==> src/rtl/alu_arb.sv <==
// Round-robin arbiter sharing one combinational ALU between two requesters,
// with a registered per-port response slot (1-cycle latency).
`ifndef CPU_WIDTH
`define CPU_WIDTH 32
`endif
`ifndef ALU_OP_WIDTH
`define ALU_OP_WIDTH 4
`endif

module alu_arb #(
    parameter int unsigned TAG_WIDTH = 4
) (
    input  logic                     clk,
    input  logic                     rst,
    input  logic                     req0_valid,
    output logic                     req0_ready,
    input  logic [`ALU_OP_WIDTH-1:0] req0_op,
    input  logic [`CPU_WIDTH-1:0]    req0_src1,
    input  logic [`CPU_WIDTH-1:0]    req0_src2,
    input  logic [TAG_WIDTH-1:0]     req0_tag,
    input  logic                     req1_valid,
    output logic                     req1_ready,
    input  logic [`ALU_OP_WIDTH-1:0] req1_op,
    input  logic [`CPU_WIDTH-1:0]    req1_src1,
    input  logic [`CPU_WIDTH-1:0]    req1_src2,
    input  logic [TAG_WIDTH-1:0]     req1_tag,
    output logic [`ALU_OP_WIDTH-1:0] alu_op,
    output logic [`CPU_WIDTH-1:0]    alu_src1,
    output logic [`CPU_WIDTH-1:0]    alu_src2,
    input  logic [`CPU_WIDTH-1:0]    alu_res,
    output logic                     rsp0_valid,
    input  logic                     rsp0_ready,
    output logic [`CPU_WIDTH-1:0]    rsp0_res,
    output logic [TAG_WIDTH-1:0]     rsp0_tag,
    output logic                     rsp1_valid,
    input  logic                     rsp1_ready,
    output logic [`CPU_WIDTH-1:0]    rsp1_res,
    output logic [TAG_WIDTH-1:0]     rsp1_tag
);

    logic                  w_elig0;
    logic                  w_elig1;
    logic                  w_grant0;
    logic                  w_grant1;
    logic                  r_prio;
    logic                  r_rsp0_valid;
    logic [`CPU_WIDTH-1:0] r_rsp0_res;
    logic [TAG_WIDTH-1:0]  r_rsp0_tag;
    logic                  r_rsp1_valid;
    logic [`CPU_WIDTH-1:0] r_rsp1_res;
    logic [TAG_WIDTH-1:0]  r_rsp1_tag;

    // A slot may accept a new op when empty or being drained this cycle.
    always_comb begin
        w_elig0  = req0_valid && (!r_rsp0_valid || rsp0_ready) && !rst;
        w_elig1  = req1_valid && (!r_rsp1_valid || rsp1_ready) && !rst;
        w_grant0 = w_elig0 && (!w_elig1 || !r_prio);
        w_grant1 = w_elig1 && (!w_elig0 || r_prio);
    end

    always_comb begin
        alu_op   = '0;
        alu_src1 = '0;
        alu_src2 = '0;
        if (w_grant0) begin
            alu_op   = req0_op;
            alu_src1 = req0_src1;
            alu_src2 = req0_src2;
        end else if (w_grant1) begin
            alu_op   = req1_op;
            alu_src1 = req1_src1;
            alu_src2 = req1_src2;
        end
    end

    always_ff @(posedge clk or posedge rst) begin
        if (rst) begin
            r_prio <= 1'b0;
        end else if (w_grant0) begin
            r_prio <= 1'b1;
        end else if (w_grant1) begin
            r_prio <= 1'b0;
        end
    end

    always_ff @(posedge clk or posedge rst) begin
        if (rst) begin
            r_rsp0_valid <= 1'b0;
            r_rsp0_res   <= '0;
            r_rsp0_tag   <= '0;
        end else if (w_grant0) begin
            r_rsp0_valid <= 1'b1;
            r_rsp0_res   <= alu_res;
            r_rsp0_tag   <= req0_tag;
        end else if (rsp0_ready) begin
            r_rsp0_valid <= 1'b0;
        end
    end

    always_ff @(posedge clk or posedge rst) begin
        if (rst) begin
            r_rsp1_valid <= 1'b0;
            r_rsp1_res   <= '0;
            r_rsp1_tag   <= '0;
        end else if (w_grant1) begin
            r_rsp1_valid <= 1'b1;
            r_rsp1_res   <= alu_res;
            r_rsp1_tag   <= req1_tag;
        end else if (rsp1_ready) begin
            r_rsp1_valid <= 1'b0;
        end
    end

    always_comb begin
        req0_ready = w_grant0;
        req1_ready = w_grant1;
        rsp0_valid = r_rsp0_valid;
        rsp0_res   = r_rsp0_res;
        rsp0_tag   = r_rsp0_tag;
        rsp1_valid = r_rsp1_valid;
        rsp1_res   = r_rsp1_res;
        rsp1_tag   = r_rsp1_tag;
    end

endmodule

==> config.mk <==
export PLATFORM = sky130hd
export DESIGN_NAME = alu_arb
export DESIGN_NICKNAME = d
export VERILOG_FILES = /design/src/rtl/alu_arb.sv
export SDC_FILE = /design/constraint.sdc
export NUM_CORES = 1
export LEC_CHECK = 0
export BUFFER_PORTS_ARGS = -buffer_cell sky130_fd_sc_hd__buf_2
export CAP_MARGIN = 20
export CORE_AREA = 10 10 119 121
export CTS_BUF_LIST = sky130_fd_sc_hd__clkbuf_8
export DETAILED_ROUTE_END_ITERATION = 16
export DIE_AREA = 0 0 129 131
export GPL_ROUTABILITY_DRIVEN = 0
export PLACE_DENSITY = 0.74
export SLEW_MARGIN = 20
export SYNTH_ARGS = -nofsm -noshare
export SYNTH_HDL_FRONTEND = slang
export SYNTH_SLANG_ARGS = --single-unit
==> constraint.sdc <==
create_clock -name clk -period 5.2 [get_ports clk]
set_input_delay 0.78 -clock clk [delete_from_list [all_inputs] [get_ports clk]]
set_output_delay 0.78 -clock clk [all_outputs]
set_load 0.01 [all_outputs]
==> metrics.txt <==
# TYPE chip_impl_metric gauge
chip_impl_metric{name="drv_cap",unit=""} 0
chip_impl_metric{name="cell_count_after_synthesis",unit=""} 406
chip_impl_metric{name="asyncSetResetFlopFracSynth",unit=""} 1.00
chip_impl_info{name="post_synth_main_area_contributors",value="sky130_fd_sc_hd__dfrtp_1, sky130_fd_sc_hd__o32ai_1, sky130_fd_sc_hd__mux2_2"} 1
chip_impl_info{name="startpoint",value="req0_valid"} 1
chip_impl_metric{name="post_cts_hold_buffer_count",unit=""} 0
chip_impl_info{name="synth_ff_type",value="sky130_fd_sc_hd__dfrtp_1"} 1
chip_impl_metric{name="cp.required",unit="ps"} 4420
chip_impl_metric{name="layoutNonFillerInstCount",unit=""} 864
chip_impl_metric{name="worst-path-max-fanout",unit=""} 54
chip_impl_metric{name="synth_area",unit="um2"} 4220
chip_impl_metric{name="total_power",unit="uW"} 2100
chip_impl_metric{name="met2_wirelength",unit="mm"} 8.37
chip_impl_metric{name="power.ir.vdd_worst",unit="uV"} 133
chip_impl_metric{name="start_util",unit=""} 0.358
chip_impl_metric{name="route.vias.total",unit=""} 4248
chip_impl_info{name="synth_area_leader_cell",value="sky130_fd_sc_hd__dfrtp_1"} 1
chip_impl_info{name="highest_layer",value="met4"} 1
chip_impl_info{name="outcome",value="finished clean"} 1
chip_impl_metric{name="gr-total-overflow",unit=""} 0
chip_impl_metric{name="global_route_wire_length_before_repair",unit="mm"} 23.9
chip_impl_metric{name="layout_min_cycle_time",unit="ps"} 3390
chip_impl_metric{name="max_freq",unit="GHz"} 0.295
chip_impl_metric{name="die_w",unit="um"} 129
chip_impl_metric{name="core_region_area",unit="um2"} 11800
chip_impl_metric{name="leakage_power_total",unit="uW"} 0.00341
chip_impl_metric{name="cts_setup_buffers",unit=""} 0
chip_impl_info{name="yosys.cell_count.top_type",value="sky130_fd_sc_hd__dfrtp_1"} 1
chip_impl_metric{name="cts.sink_count",unit=""} 75
chip_impl_metric{name="dp.final_hpwl",unit="mm"} 13.4
chip_impl_metric{name="synth_edf_count",unit=""} 0
chip_impl_metric{name="post_synth_num_cell_types",unit=""} 23
chip_impl_metric{name="pwr_density_cell",unit="nW/um2"} 344
chip_impl_info{name="endpoint_kind",value="output port"} 1
chip_impl_metric{name="finalMaxSlewViolations",unit=""} 0
chip_impl_metric{name="floorplan.die.height",unit="um"} 131
chip_impl_metric{name="crit_path_dat",unit="ps"} 2610
chip_impl_metric{name="first_global_vias",unit=""} 4283
chip_impl_metric{name="initial_antenna_violation_count",unit=""} 1
chip_impl_info{name="worstSetupStartpointType",value="primary input"} 1
chip_impl_metric{name="cts_max_level",unit=""} 3
chip_impl_metric{name="synth-seq-cells",unit=""} 75
chip_impl_metric{name="syn-num-nets",unit=""} 588
chip_impl_metric{name="fin_skew",unit="ps"} 12.3
chip_impl_metric{name="clk_transition_reported_paths",unit="ps"} 70
chip_impl_info{name="synth_commonest_cells",value="sky130_fd_sc_hd__dfrtp_1, sky130_fd_sc_hd__nand2_1, sky130_fd_sc_hd__inv_1"} 1
chip_impl_metric{name="detailed_route_wirelength_on_metal3",unit="mm"} 1.69
chip_impl_metric{name="rows",unit=""} 40
chip_impl_info{name="clock_tree_from_tritoncts",value="done"} 1
chip_impl_metric{name="initialDrtViolationCount",unit=""} 212
chip_impl_info{name="origin_of_the_critical_flop_to_flop_path",value="rsp1_valid$_DFFE_PP0P_"} 1
chip_impl_metric{name="synth.top_cell.area_share",unit=""} 0.444
chip_impl_metric{name="drt.antenna.violating_nets",unit=""} 0
chip_impl_metric{name="layout_worst_path_cycle_share",unit=""} 0.652
chip_impl_metric{name="route.detailed.vias_per_inst",unit=""} 4.92
chip_impl_metric{name="finalHoldViolations",unit=""} 0
chip_impl_metric{name="report.final.setup_viol",unit=""} 0
chip_impl_metric{name="drt_pass1_iterations",unit=""} 4
chip_impl_info{name="clock_tree.root_cell",value="sky130_fd_sc_hd__clkbuf_8"} 1
chip_impl_metric{name="detail_route.wirelength",unit="mm"} 16.6
chip_impl_info{name="worst_hold_startpoint",value="rsp1_res[5]$_DFFE_PP0P_"} 1
chip_impl_metric{name="routed_wire_length_per_instance",unit="um"} 19.2
chip_impl_metric{name="ys_seq_area_frac",unit=""} 0.444
chip_impl_metric{name="met1Wirelength",unit="mm"} 6.40
chip_impl_info{name="critical_path_class",value="primary input to output port"} 1
chip_impl_metric{name="drc",unit=""} 0
chip_impl_metric{name="grt_max_degree",unit=""} 100
chip_impl_metric{name="grtUsageTotal",unit=""} 0.180
chip_impl_metric{name="flow.area_growth_from_synthesis",unit="%"} 44.6
chip_impl_info{name="worst_hold_path_type",value="flip-flop to flip-flop"} 1
chip_impl_metric{name="ctsResizeCount",unit=""} 0
chip_impl_metric{name="dieArea",unit="um2"} 16900
chip_impl_info{name="setup_repair_after_global_routing_missed_its_margin",value="false"} 1
chip_impl_metric{name="slew_headroom",unit=""} 0.316
chip_impl_metric{name="dpl.cell_count",unit=""} 847
chip_impl_metric{name="final_layout_size_suffix_gt1_frac",unit=""} 0.574
chip_impl_metric{name="worst_pin_slew",unit="ps"} 1030
chip_impl_metric{name="num-nets-final",unit=""} 893
chip_impl_metric{name="synthesis.yosys.warnings",unit=""} 0
chip_impl_metric{name="numCtsBuffers",unit=""} 9
chip_impl_metric{name="clock_tree.buffer_depth",unit=""} 2
chip_impl_metric{name="placement.io_buffers",unit=""} 325
chip_impl_metric{name="totalNegativeSetupSlack",unit="ps"} 0
chip_impl_metric{name="floorplan.io_pins",unit=""} 326
chip_impl_metric{name="clock_insertion_delay_worst_skew",unit="ps"} 340
chip_impl_metric{name="synthesized_area_per_cell",unit="um2"} 10.4
-- cell usage in the layout, fill, tap and decap left out, types with 2 or more instances in the layout --
| master | instances |
|---|---|
| sky130_fd_sc_hd__mux2_2 | 36 |
| sky130_fd_sc_hd__buf_4 | 6 |
| sky130_fd_sc_hd__dfrtp_1 | 75 |
| sky130_fd_sc_hd__mux2_1 | 18 |
| sky130_fd_sc_hd__o211ai_4 | 2 |
| sky130_fd_sc_hd__mux2_4 | 18 |
| sky130_fd_sc_hd__inv_6 | 2 |
| sky130_fd_sc_hd__nand2_1 | 71 |
| sky130_fd_sc_hd__o32ai_1 | 68 |
| sky130_fd_sc_hd__buf_2 | 325 |
| sky130_fd_sc_hd__o21ai_0 | 2 |
| sky130_fd_sc_hd__bufinv_16 | 2 |
| sky130_fd_sc_hd__inv_1 | 70 |
| sky130_fd_sc_hd__clkbuf_8 | 9 |
-- final cells by class --
cell class	instances	area, um2
well taps	147	184
flip-flops and latches	75	1880
fillers	1109	5700
clock inverters	7	98.8
clock buffers	9	124
repair buffers	331	1670
multi-input cells	223	1880
diodes	1	2.50
inverters	71	269
-- power by group --
part	internal [uW]	total [uW]	switching, uW
combinational	378	784	406
sequential	745	821	76.3
clock	273	494	221
-- worst max-delay path: stages --
cell	delay [ps]
sky130_fd_sc_hd__buf_2	120
sky130_fd_sc_hd__nor2b_1	270
sky130_fd_sc_hd__a211o_2	800
sky130_fd_sc_hd__buf_4	340
sky130_fd_sc_hd__o32ai_1	100
sky130_fd_sc_hd__buf_2	170
-- path summary, 6_finish.rpt --
path | end | slack (ps) | depth (start not counted)
worst max-delay path | alu_src1[16] | 1810 | 6
worst min-delay path | rsp1_res[5]$_DFFE_PP0P_ | 490 | 1
worst max register to register | rsp0_res[30]$_DFFE_PP0P_ | 3130 | 4
worst min register to register | rsp1_res[5]$_DFFE_PP0P_ | 490 | 1
max in group asynchronous | rsp0_res[0]$_DFFE_PP0P_ | 3130 | 3
min in group asynchronous | rsp0_tag[1]$_DFFE_PP0P_ | 860 | 2
-- metrics by stage --
step / instance area [um2] / hold slack, ps / setup WS, ps / util
final: 6110 / 487 / 1810 / 0.517
after global routing: 6110 / 496 / 1670 / 0.517
after CTS: 6100 / 488 / 1800 / 0.517
after detailed placement: 5880 / 470 / 1800 / 0.498
after global placement: 5880 / 463 / 1820 / 0.498
after floorplan: 4220 / 473 / 654 / -
-- layer usage --
| layer | GRT usage | vias to the layer above |
|---|---|---|
| li1 | - | 2029 |
| met1 | 0.204 | 1981 |
| met2 | 0.314 | 228 |
| met3 | 0.0677 | 10 |
| met4 | 0.0462 | 0 |
| met5 | 0 | - |
-- registers in the layout, indices dropped and copies added, names as in the netlist --
register    flops
rsp1_tag        4
r_prio          1
rsp1_res       32
rsp0_tag        4
rsp1_valid      1
rsp0_res       32
rsp0_valid      1
-- cell families (layout without fill, tap and decap cells) --
kind of cell    Yosys count  count (layout)  share of synthesized area
other cells               0               1                          0
buf+inv                 108             418                      0.116
simple gates             77              77                     0.0767
compound gates           74              74                      0.154
mux                      72              72                      0.208
flops                    75              75                      0.444
Power figures use the tool's default switching activity.
